--- config.mk ---
export PLATFORM = sky130hd
export DESIGN_NAME = stream_mux_rr
export DESIGN_NICKNAME = d
export VERILOG_FILES = /design/src/rtl/stream_mux_rr_pkg.sv /design/src/rtl/stream_mux_rr_arbiter.sv /design/src/rtl/stream_mux_rr.sv
export VERILOG_INCLUDE_DIRS = /design/src /design/src/rtl
export SDC_FILE = /design/constraint.sdc
export NUM_CORES = 1
export LEC_CHECK = 0
export BUFFER_PORTS_ARGS = -buffer_cell sky130_fd_sc_hd__buf_4
export CORE_UTILIZATION = 42
export DETAILED_ROUTE_END_ITERATION = 7
export PLACE_DENSITY = 0.76
export SYNTH_ARGS = -nofsm -noshare
export SYNTH_HDL_FRONTEND = slang
export SYNTH_HIERARCHICAL = 1
export SYNTH_SLANG_ARGS = --single-unit
--- constraint.sdc ---
create_clock -name clk -period 2.9 [get_ports clk]
set_clock_uncertainty 0.15 [all_clocks]
set_input_delay 0.58 -clock clk [delete_from_list [all_inputs] [get_ports clk]]
set_output_delay 0.58 -clock clk [all_outputs]
set_load 0.01 [all_outputs]
--- src/rtl/stream_mux_defs.vh ---
`ifndef STREAM_MUX_DEFS_VH
`define STREAM_MUX_DEFS_VH
// Arbitration mode encodings and the width helper shared by the mux and its arbiter.
localparam logic MODE_FIXED = 1'b0;
localparam logic MODE_RR    = 1'b1;

function automatic int clog2(input int value);
  int r;
  r = 0;
  for (int i = 0; i < 31; i++) begin
    if ((1 << i) < value) r = i + 1;
  end
  return r;
endfunction
`endif

--- src/rtl/stream_mux_rr_pkg.sv ---
// Common definitions for the round-robin stream mux.
package stream_mux_rr_pkg;
  `include "stream_mux_defs.vh"
endpackage

--- src/rtl/stream_mux_rr_arbiter.sv ---
// Combinational N-way arbiter: fixed priority from index 0, or round-robin from ptr.
// Zero latency; grants only among requesting channels.
module rr_arbiter
  import stream_mux_rr_pkg::*;
#(
  parameter int CHANNELS = 4,
  parameter int CHAN_W   = 2
) (
  input  logic [CHANNELS-1:0] req,
  input  logic [CHAN_W-1:0]   ptr,
  input  logic                mode,
  output logic [CHANNELS-1:0] gnt,
  output logic [CHAN_W-1:0]   gnt_idx,
  output logic                any_gnt
);

  always_comb begin
    int start;
    int idx;
    gnt     = '0;
    gnt_idx = '0;
    any_gnt = 1'b0;
    idx     = 0;
    start   = (mode == MODE_RR) ? int'(ptr) : 0;
    // Rotated scan: first requester at or after start, wrapping past the top channel.
    for (int k = 0; k < CHANNELS; k++) begin
      idx = start + k;
      if (idx >= CHANNELS) idx = idx - CHANNELS;
      if (!any_gnt && req[idx]) begin
        any_gnt  = 1'b1;
        gnt[idx] = 1'b1;
        gnt_idx  = CHAN_W'(idx);
      end
    end
  end

endmodule

--- src/rtl/stream_mux_rr.sv ---
// N-channel valid/ready stream mux with fixed-priority or round-robin arbitration.
// One-cycle registered output; in_ready drops to zero while the held word is stalled.
module stream_mux_rr
  import stream_mux_rr_pkg::*;
#(
  parameter  int WIDTH    = 8,
  parameter  int CHANNELS = 4,
  localparam int CHAN_W   = clog2(CHANNELS)
) (
  input  logic                      clk,
  input  logic                      rst_n,
  input  logic                      mode,
  input  logic [CHANNELS-1:0]       in_valid,
  input  logic [CHANNELS*WIDTH-1:0] in_data,
  output logic [CHANNELS-1:0]       in_ready,
  output logic                      out_valid,
  output logic [WIDTH-1:0]          out_data,
  output logic [CHAN_W-1:0]         out_chan,
  input  logic                      out_ready
);

  logic [CHAN_W-1:0]   rr_ptr;
  logic [CHAN_W-1:0]   gnt_idx;
  logic [CHANNELS-1:0] gnt;
  logic                any_gnt;
  logic                load_en;
  logic                xfer;

  rr_arbiter #(
    .CHANNELS(CHANNELS),
    .CHAN_W  (CHAN_W)
  ) u_arb (
    .req    (in_valid),
    .ptr    (rr_ptr),
    .mode   (mode),
    .gnt    (gnt),
    .gnt_idx(gnt_idx),
    .any_gnt(any_gnt)
  );

  assign load_en  = !out_valid || out_ready;
  assign xfer     = rst_n && load_en && any_gnt;
  assign in_ready = xfer ? gnt : '0;

  always_ff @(posedge clk) begin
    if (!rst_n) begin
      out_valid <= 1'b0;
      out_data  <= '0;
      out_chan  <= '0;
      rr_ptr    <= '0;
    end else if (xfer) begin
      out_valid <= 1'b1;
      out_data  <= in_data[int'(gnt_idx)*WIDTH +: WIDTH];
      out_chan  <= gnt_idx;
      // Pointer moves in both modes so a later switch to round-robin starts fairly.
      rr_ptr    <= (gnt_idx == CHAN_W'(CHANNELS-1)) ? '0 : gnt_idx + CHAN_W'(1);
    end else if (out_ready) begin
      out_valid <= 1'b0;
    end
  end

endmodule

==> flow_metrics.py, run 1 <==
metrics = {
    "finish": {
        "final_nets": 272,
        "antenna_cells": 0,
        "fill_cells": 195,
        "final_util_pct": 76.6,
        "area_growth_pct": 66.9,
        "drive_gt1_share_pct": 53.5,
        "stdcell_count": 260,
    },
    "floorplanning": {
        "die_w_microns": 55.0,
        "start_util_pct": 45.9,
        "coreArea_sq_mm": 0.00257,
        "die-area_sq_mm": 0.00302,
        "ioPinCount": 55,
        "chipHeight_microns": 55.0,
        "rows": 18,
    },
    "detailed_routing": {
        "vias": 1489,
        "routedWlPerCell_microns": 15.6,
        "via_per_inst": 5.73,
        "drc": 0,
        "routed_wl_mm": 4.06,
        "antenna_left": 0,
        "drt_iter0_drc": 40,
        "drt-pass1-iter-count": 4,
    },
    "pwr": {
        "power_leakage_uw": 0.000907,
        "p_comb_share_pct": 58.6,
        "p_clk_share_pct": 13.3,
        "ir_drop_uv": 396,
        "power_density_mw_per_mm2": 432,
        "intPower_uw": 548,
        "p_seq_share_pct": 28.0,
        "swShare_pct": 35.5,
        "p_sw_uw": 301,
    },
    "worst_hold_path": {
        "min_to": "out_data[0]",
        "min_from": "out_data[0]",
        "hold_path.class": "register to register",
        "min_delay_path_depth": 2,
    },
    "worst_setup_path": {
        "start_kind": "primary input",
        "worst-setup-path-type": "primary input to output port",
        "reg2reg_to": "rr_ptr[0]",
        "end_kind": "output port",
        "ff2ff_setup_slack_ns": 0.12,
        "worstPathArrival_ns": 2.17,
        "cp.required_ns": 2.17,
        "reg2reg_depth": 10,
        "crit_fanout": 8,
        "setup.worst_path.start": "mode",
        "reg2reg_from": "rr_ptr[1]",
    },
    "synth": {
        "yosysTopAreaCell": "dfxtp_1",
        "synth_top_family_by_area": "simple AND/OR/NAND/NOR gates",
        "mappedNetlistArea_sq_mm": 0.00118,
        "ys_seq_area_share_pct": 22.1,
        "synth_xor_area_share_pct": 0,
        "synth_compound_area_share_pct": 20.5,
        "postSynthCellCount": 145,
        "yosys.area_share.simple_pct": 28.0,
        "synth-edff-count": 0,
        "syn_area_per_cell_sq_um": 8.13,
        "synthFlopType": "dfxtp_1",
        "syn_nets": 186,
        "synthArstFlopShare_pct": 0,
        "synth_top_area_share_pct": 22.1,
        "synth_cell_type_count": 43,
        "synth_fa_ha_area_share_pct": 1.06,
        "yosys-mux-area-fraction_pct": 20.4,
        "yosysWarnings": 6,
        "synth_seq_cells": 13,
        "ys_top_cells_by_area": "dfxtp_1 (22%), mux4_2 (15%), o21ai_0 (6.4%)",
    },
    "sta": {
        "rsz0062_at_grt": "true",
        "setup-violations-final": 1,
        "max_freq_mhz": 344,
        "period_share_pct": 100,
        "slew_headroom_pct": 73.6,
        "hold_violations": 0,
        "worst_pin_slew_ns": 0.396,
        "fin_crit_ns": 2.90,
        "layout_setup_ws_ns": -0.00433,
        "final.setup.tns_ns": -0.00433,
        "finalMaxSlewViolations": 0,
    },
    "place": {
        "place.gp.congestion": 0.898,
        "dp_cells": 248,
        "io_buffer_count": 54,
        "hpwl_mm": 3.03,
    },
    "cts": {
        "cts_tree": "built",
        "clkTransAtPathRegs_ns": 0.08,
        "cts-root-buf": "clkbuf_4",
        "cts_buffers": 3,
        "cts.htree.levels": 1,
        "clk_latency_ns": 0.27,
        "cts_hold_buf": 0,
        "cts_sinks": 13,
        "clock_path_buffers": 2,
    },
    "global_routing": {
        "grt_max_degree": 15,
        "grt_use_total_pct": 28.0,
        "overflow": 0,
        "grt_pass1_vias": 1368,
        "grt_antenna_before_repair": 0,
        "grt_pass1_wl_mm": 5.98,
    },
    "job": {
        "cap_viol_max_count": 0,
    },
    "run_status": {
        "outcome": "finished with violations",
        "failed_checks": "setup timing",
    },
}
power by group through the flow:
stage / combinational [uW] / clock, uW / sequential (uW)
after floorplan: 241 / 0 / 244
after global placement: 431 / 0 / 238
after detailed placement: 442 / 0 / 239
after CTS: 471 / 116 / 238
after global routing: 540 / 123 / 243
final: 498 / 113 / 238
per-layer routing:
layer | track usage, % | wire length, microns
met1 | 33.1 | 1670
met2 | 50.8 | 2170
met3 | 1.37 | 143
met4 | 13.8 | 74
met5 | 0 | 0
logic make-up after synthesis:
family          Yosys count
compound gates           37
fa+ha+maj                 1
buf+inv                  18
flops                    13
mux                      14
simple gates             62
critical path: stages:
cell	delay [ns]
buf_6	0.12
and3b_2	0.22
a222oi_1	0.38
o32ai_2	0.15
buf_4	0.15
a32oi_1	0.15
o211ai_1	0.12
and3_4	0.19
buf_6	0.11
metrics by stage:
| step | hold WS, ns | worst slack [ns] | power [uW] | area [sq um] |
|---|---|---|---|---|
| after floorplan | 0.298 | 0.0294 | 485 | 1180 |
| after global placement | 0.290 | -0.133 | 669 | 1790 |
| after detailed placement | 0.313 | -0.242 | 680 | 1790 |
| after CTS | 0.324 | 0.00336 | 825 | 1900 |
| after global routing | 0.347 | -0.139 | 906 | 1970 |
| final | 0.317 | -0.00433 | 849 | 1970 |
repair_timing:
| action | 4_1_cts | 5_1_grt |
|---|---|---|
| endpoints found under the hold margin | 0 | 0 |
| resized for setup | 14 | 11 |
| setup endpoints to repair | 5 | 7 |
| pin swaps | 9 | 2 |
| setup buffers | 7 | 2 |
cells in the mapped netlist (2+ instances only):
cell and instances:
a21oi_1 4, a222oi_1 2, a22o_1 2, a31oi_1 2, and3_1 6, buf_2 5, buf_6 2, clkbuf_1 3
dfxtp_1 13, inv_1 5, mux2i_1 6, mux4_2 8, nand2_1 16, nand2b_1 2, nand3_1 13, nor2_1 8
nor2b_1 3, nor3_1 2, nor3b_1 3, o211ai_1 3, o21ai_0 15
flip-flops by register name (all words and copies together) (netlist names):
name,count
rr_ptr,2
out_data,8
out_valid,1
out_chan,2
layout by cell type (no fill, tap or decap), drive strengths merged, types with 3 or more instances in the layout:
cell	netlist	layout
nand3	13	13
inv	5	5
clkbuf	4	4
o21ai	17	17
nor2b	3	3
o211ai	3	3
mux4	8	8
buf	9	94
nor3b	4	4
mux2i	6	6
a21oi	4	4
and3	6	6
nand2	17	17
dfxtp	13	13
and2	3	3
nor3	3	3
nor2	8	8
worst max-delay path by stage:
stage	end	cells after the start	slack (ns)
global placement	rr_ptr[0]	11	-0.13
CTS	in_ready[3]	9	0.003
detailed placement	rr_ptr[0]	11	-0.24
global route	in_ready[3]	8	-0.14
finish	in_ready[3]	9	-0.004
floorplan	out_data[1]	10	0.03
final cells by class:
class                      count  area, sq um  area share [%]
multi-input combinational    114          895            45.5
timing repair buffer          94          722            36.7
sequential                    13          268            13.6
tap                           30         37.5            1.91
clock buffer                   4         26.3            1.34
inverter                       5         18.8           0.954
Note: power is estimated with default switching activity, not from simulation.
==> inputs of run 2 (changes only) <==
PLACE_DENSITY = 0.75   (was 0.76)
SYNTH_HIERARCHICAL = not set   (was 1)
==> flow_metrics.py, run 2 <==
metrics = {
    "cts": {
        "cts.htree.levels": 1,
        "clock_path_buffers": 2,
        "clk_latency_ns": 0.27,
        "cts-root-buf": "clkbuf_4",
        "cts_hold_buf": 0,
        "cts_buffers": 3,
        "cts_sinks": 13,
        "clkTransAtPathRegs_ns": 0.07,
        "cts_tree": "built",
    },
    "synth": {
        "yosysTopAreaCell": "dfxtp_1",
        "synth_top_area_share_pct": 21.2,
        "synth_seq_cells": 13,
        "synth_cell_type_count": 46,
        "ys_seq_area_share_pct": 21.2,
        "synth-edff-count": 0,
        "synthArstFlopShare_pct": 0,
        "synthTopCellsByCount": "dfxtp_1 (13), mux2i_1 (12), o21ai_1 (10), a22oi_1 (9), nand2_1 (9)",
        "synthMostInstantiatedCell": "dfxtp_1",
        "synthFlopType": "dfxtp_1",
        "mappedNetlistArea_sq_mm": 0.00123,
        "syn_nets": 188,
        "postSynthCellCount": 148,
        "syn_area_per_cell_sq_um": 8.31,
        "ys_top_cells_by_area": "dfxtp_1 (21%), mux2i_1 (9.8%), mux2_1 (6.4%)",
        "yosysWarnings": 0,
    },
    "sta": {
        "hold_violations": 0,
        "slew_headroom_pct": 70.5,
        "rsz0062_at_grt": "true",
        "fin_crit_ns": 2.86,
        "setup-violations-final": 0,
        "period_share_pct": 98.5,
        "max_freq_mhz": 350,
        "holdWs_ns": 0.338,
        "final.setup.tns_ns": 0,
        "worst_pin_slew_ns": 0.441,
        "finalMaxSlewViolations": 0,
    },
    "global_routing": {
        "grt_antenna_before_repair": 0,
        "grt_pass1_wl_mm": 6.20,
        "grt_max_degree": 20,
        "grt_pass1_vias": 1419,
        "use_met2_pct": 42.2,
        "grt_use_total_pct": 24.2,
        "grtUsageMet3_pct": 3.49,
        "grt.met1_usage_pct": 29.9,
        "overflow": 0,
        "globalRoute.busiestLayer": "met2",
    },
    "worst_setup_path": {
        "setup.worst_path.start": "in_valid[3]",
        "crit_cells": 8,
        "reg2reg_depth": 10,
        "start_kind": "primary input",
        "slowest_delay_ns": 0.51,
        "reg2reg_to": "out_data[4]",
        "reg2reg_from": "rr_ptr[1]",
        "cp.required_ns": 2.17,
        "crit_family": "compound AO/OA/AOI/OAI gates",
        "ff2ff_setup_slack_ns": 0.36,
        "crit_end": "in_ready[2]",
        "critPathBufInv": 2,
        "slowest_stage": "mux4_2",
        "worstPathArrival_ns": 2.13,
        "crit_fanout": 6,
        "worst-setup-path-type": "primary input to output port",
        "path_cells": "buf_8 -> or2b_1 -> mux4_2 -> a21o_1 -> o21ai_1 -> o221ai_1 -> a21oi_1 -> buf_4",
        "end_kind": "output port",
    },
    "detailed_routing": {
        "routedWlPerCell_microns": 15.2,
        "vias": 1459,
        "drt_iter0_drc": 41,
        "antenna_left": 0,
        "routed_wl_mm": 3.76,
        "drt-pass1-iter-count": 4,
        "via_per_inst": 5.91,
        "drc": 0,
    },
    "worst_hold_path": {
        "hold_path.class": "register to register",
    },
    "place": {
        "hpwl_mm": 2.98,
        "place.gp.congestion": 0.839,
        "io_buffer_count": 54,
    },
    "floorplanning": {
        "die_w_microns": 56.1,
        "rows": 19,
        "coreArea_sq_mm": 0.00276,
        "chipHeight_microns": 56.1,
        "ioPinCount": 55,
        "start_util_pct": 44.6,
        "die-area_sq_mm": 0.00315,
    },
    "finish": {
        "final_common_cell": "buf_4",
        "antenna_cells": 0,
        "multi_input_area_sq_um": 962,
        "ff_latch_area_sq_um": 268,
        "largest_register": "out_data",
        "reg_top3": "out_data: 8 flops, out_chan: 2 flops, rr_ptr: 2 flops",
        "area_growth_pct": 54.2,
        "most-common-layout-cells": "buf_4 (69), mux2i_1 (12), dfxtp_1 (11), o21ai_1 (10), nand2_1 (9)",
        "final_nets": 257,
        "fill_cells": 230,
        "largest_reg_flops": 8,
        "drive_gt1_share_pct": 45.4,
    },
    "pwr": {
        "power_leakage_uw": 0.000842,
        "total_power_uw": 850,
        "ir_drop_uv": 391,
        "power_density_mw_per_mm2": 448,
    },
    "job": {
        "cap_viol_max_count": 0,
    },
    "run_status": {
        "outcome": "finished, final reports clean",
    },
}
-- run 2: cell count changes in the layout (fill, tap and decap cells not counted), sizes merged, moves of 8 or more --
| cell | previous run | this run |
|---|---|---|
| buf | 94 | 74 |
| nand3 | 13 | 4 |
| mux2 | 0 | 9 |
| a22oi | 1 | 9 |
-- run 2: worst min-delay path by stage --
stage	cells after the start	slack, ns	from	to
after CTS	2	0.34	out_valid	out_valid
after global routing	2	0.38	out_valid	out_valid
after detailed placement	2	0.33	out_valid	out_valid
final	2	0.34	out_valid	out_valid
after global placement	2	0.32	out_valid	out_valid
after floorplan	2	0.35	out_valid	out_valid
-- run 2: stage by stage --
step	util (%)	instance area, sq um	setup slack (ns)	std cells
2_1_floorplan	-	1230	0.0631	148
3_3_place_gp	63.7	1760	0.0262	240
3_5_place_dp	63.7	1760	-0.0321	240
4_1_cts	65.5	1810	0.000661	244
5_1_grt	68.8	1900	-0.0553	247
6_report	68.8	1900	0.0439	247
-- run 2: where the power goes --
| group | total (uW) | leakage, uW | internal [uW] | switching (uW) |
|---|---|---|---|---|
| logic | 487 | 0.000718 | 254 | 232 |
| clock network | 113 | 0.0000150 | 53.2 | 59.6 |
| registers | 251 | 0.000109 | 218 | 32.3 |
| total | 850 | 0.000842 | 526 | 324 |
-- run 2: worst register-to-register path: cells and delay by family, from the launching register on --
family | cells | cell delay (ns)
compound gates | 6 | 1.03
buf+inv | 3 | 0.53
flops | 1 | 0.41
mux | 1 | 0.32
-- run 2: final cells by class --
| class | count | area share [%] |
|---|---|---|
| multi-input combinational | 121 | 50.7 |
| timing repair buffer | 74 | 30.9 |
| sequential | 13 | 14.1 |
| tap | 31 | 2.04 |
| clock buffer | 4 | 1.39 |
| inverter | 4 | 0.792 |
-- run 2: what timing repair did --
item                                    CTS  global route
buffers inserted                          0             3
pin swaps                                 1             4
resized for setup                         7            14
endpoints found under the setup margin    4             4
-- run 2: cell families after synthesis --
group / count (synthesis) / synth area share [%]
AOI/OAI and AO/OA: 62 / 36.8
and+or+nand+nor: 37 / 16.1
muxes: 22 / 20.1
buffers and inverters: 14 / 5.80
DFF: 13 / 21.2
-- run 2: layer usage --
metal / vias to the layer above / share of wire [%]
met2: 49 / 51
met4: 0 / 2.4
li1: 707 / -
met3: 10 / 4.1
met5: - / 0
met1: 693 / 42
==> inputs of run 3 (changes only) <==
CELL_PAD_IN_SITES_DETAIL_PLACEMENT = 1   (was not set)
CELL_PAD_IN_SITES_GLOBAL_PLACEMENT = 1   (was not set)
CORE_UTILIZATION = 30   (was 42)
PLACE_DENSITY = not set   (was 0.75)
PLACE_DENSITY_LB_ADDON = 0.1   (was not set)
REMOVE_ABC_BUFFERS = 1   (was not set)
==> flow_metrics.py, run 3 (synthesis results as in run 2) <==
metrics = {
    "finish": {
        "largest_reg_flops": 8,
        "final_util_pct": 51.2,
        "largest_register": "out_data",
        "most-common-layout-cells": "buf_4 (75), mux2i_1 (11), dfxtp_1 (11), o21ai_1 (10)",
        "drive_gt1_share_pct": 45.9,
        "antenna_cells": 0,
        "final_common_cell": "buf_4",
        "final_nets": 261,
        "stdcell_count": 268,
        "fill_cells": 463,
        "reg_top3": "out_data: 8 flops, out_chan: 2 flops, rr_ptr: 2 flops",
        "ff_latch_area_sq_um": 265,
        "multi_input_area_sq_um": 947,
        "area_growth_pct": 58.0,
    },
    "worst_setup_path": {
        "end_kind": "output port",
        "worst-setup-path-type": "primary input to output port",
        "worstPathArrival_ns": 2.16,
        "crit_fanout": 6,
        "cp.required_ns": 2.17,
        "start_kind": "primary input",
    },
    "sta": {
        "slew_headroom_pct": 71.8,
        "finalMaxSlewViolations": 0,
        "hold_violations": 0,
        "setup-violations-final": 0,
        "period_share_pct": 99.7,
        "holdWs_ns": 0.336,
        "layout_setup_ws_ns": 0.00962,
        "max_freq_mhz": 346,
        "rsz0062_at_grt": "true",
        "fin_crit_ns": 2.89,
        "worst_pin_slew_ns": 0.422,
    },
    "place": {
        "dp_cells": 260,
        "hpwl_mm": 3.17,
        "place.gp.congestion": 0.819,
        "io_buffer_count": 54,
        "dp_slack_ns": -0.0407,
    },
    "pwr": {
        "power_density_mw_per_mm2": 470,
        "ir_drop_uv": 273,
        "total_power_uw": 914,
        "power_leakage_uw": 0.000865,
    },
    "floorplanning": {
        "die-area_sq_mm": 0.00436,
        "ioPinCount": 55,
        "rows": 22,
        "die_w_microns": 66.0,
        "coreArea_sq_mm": 0.00380,
        "chipHeight_microns": 66.0,
        "start_util_pct": 32.4,
    },
    "detailed_routing": {
        "drt-pass1-iter-count": 3,
        "antenna_left": 0,
        "routedWlPerCell_microns": 15.2,
        "drt_iter0_drc": 60,
        "via_per_inst": 5.35,
        "drc": 0,
        "routed_wl_mm": 4.07,
        "vias": 1435,
    },
    "cts": {
        "cts_sinks": 13,
        "cts_buffers": 3,
        "cts-root-buf": "clkbuf_8",
        "cts.htree.levels": 1,
        "clock_path_buffers": 2,
        "cts_tree": "built",
        "clk_latency_ns": 0.25,
        "clkTransAtPathRegs_ns": 0.06,
    },
    "worst_hold_path": {
        "hold_path.class": "register to register",
    },
    "run_status": {
        "outcome": "finished, final reports clean",
    },
    "global_routing": {
        "grt_pass1_vias": 1410,
        "grt_max_degree": 20,
        "grt_use_total_pct": 18.9,
        "grt_pass1_wl_mm": 6.38,
        "overflow": 0,
        "grt_antenna_before_repair": 0,
    },
    "job": {
        "cap_viol_max_count": 0,
    },
}
## run 3: what timing repair did
action / 4_1_cts / 5_1_grt
pin swaps: 2 / 2
gates resized for setup: 4 / 12
setup endpoints to repair: 4 / 4
setup buffers: 1 / 3
hold buffers: 0 / 0
hold endpoints to repair: 0 / 0
## run 3: stage by stage
stage | setup TNS [ns] | area, sq um
finish | 0 | 1940
floorplan | 0 | 1170
global route | -0.0764 | 1940
CTS | 0 | 1860
global placement | -0.0193 | 1800
detailed placement | -0.0593 | 1800
## run 3: power by group
group,switching [uW],internal [uW]
logic,227,259
clock network,75.5,95.3
registers,39.3,218
total,342,572
## run 3: layout make-up
cell class | instances | area share [%]
Inverter | 4 | 0.773
Multi-Input combinational cell | 121 | 48.7
Timing Repair Buffer | 78 | 31.4
Tap cell | 48 | 3.09
Clock buffer | 3 | 2.12
Clock inverter | 1 | 0.258
Sequential cell | 13 | 13.7
## run 3: final timing paths
path                                  start          end  slack (ns)  cells after the start
worst max-delay path            in_valid[3]  in_ready[2]        0.01                      8
worst min-delay path              out_valid    out_valid        0.34                      2
worst max register to register    rr_ptr[1]  out_data[6]        0.43                      9
worst min register to register    out_valid    out_valid        0.34                      2
## run 3: per-layer routing
metal / up-vias / share of wire [%] / track usage (%)
li1: 708 / - / -
met1: 696 / 48 / 25.1
met2: 26 / 48 / 31.6
met3: 5 / 2.9 / 3.10
met4: 0 / 0.81 / 4.79
met5: - / 0 / 0
## run 3: worst max-delay path: stages
cell and delay [ns]:
buf_8 0.09, or2b_1 0.22, mux4_2 0.52, a21o_1 0.20, o21ai_1 0.13, o221ai_1 0.15, a21oi_1 0.14, buf_4 0.14
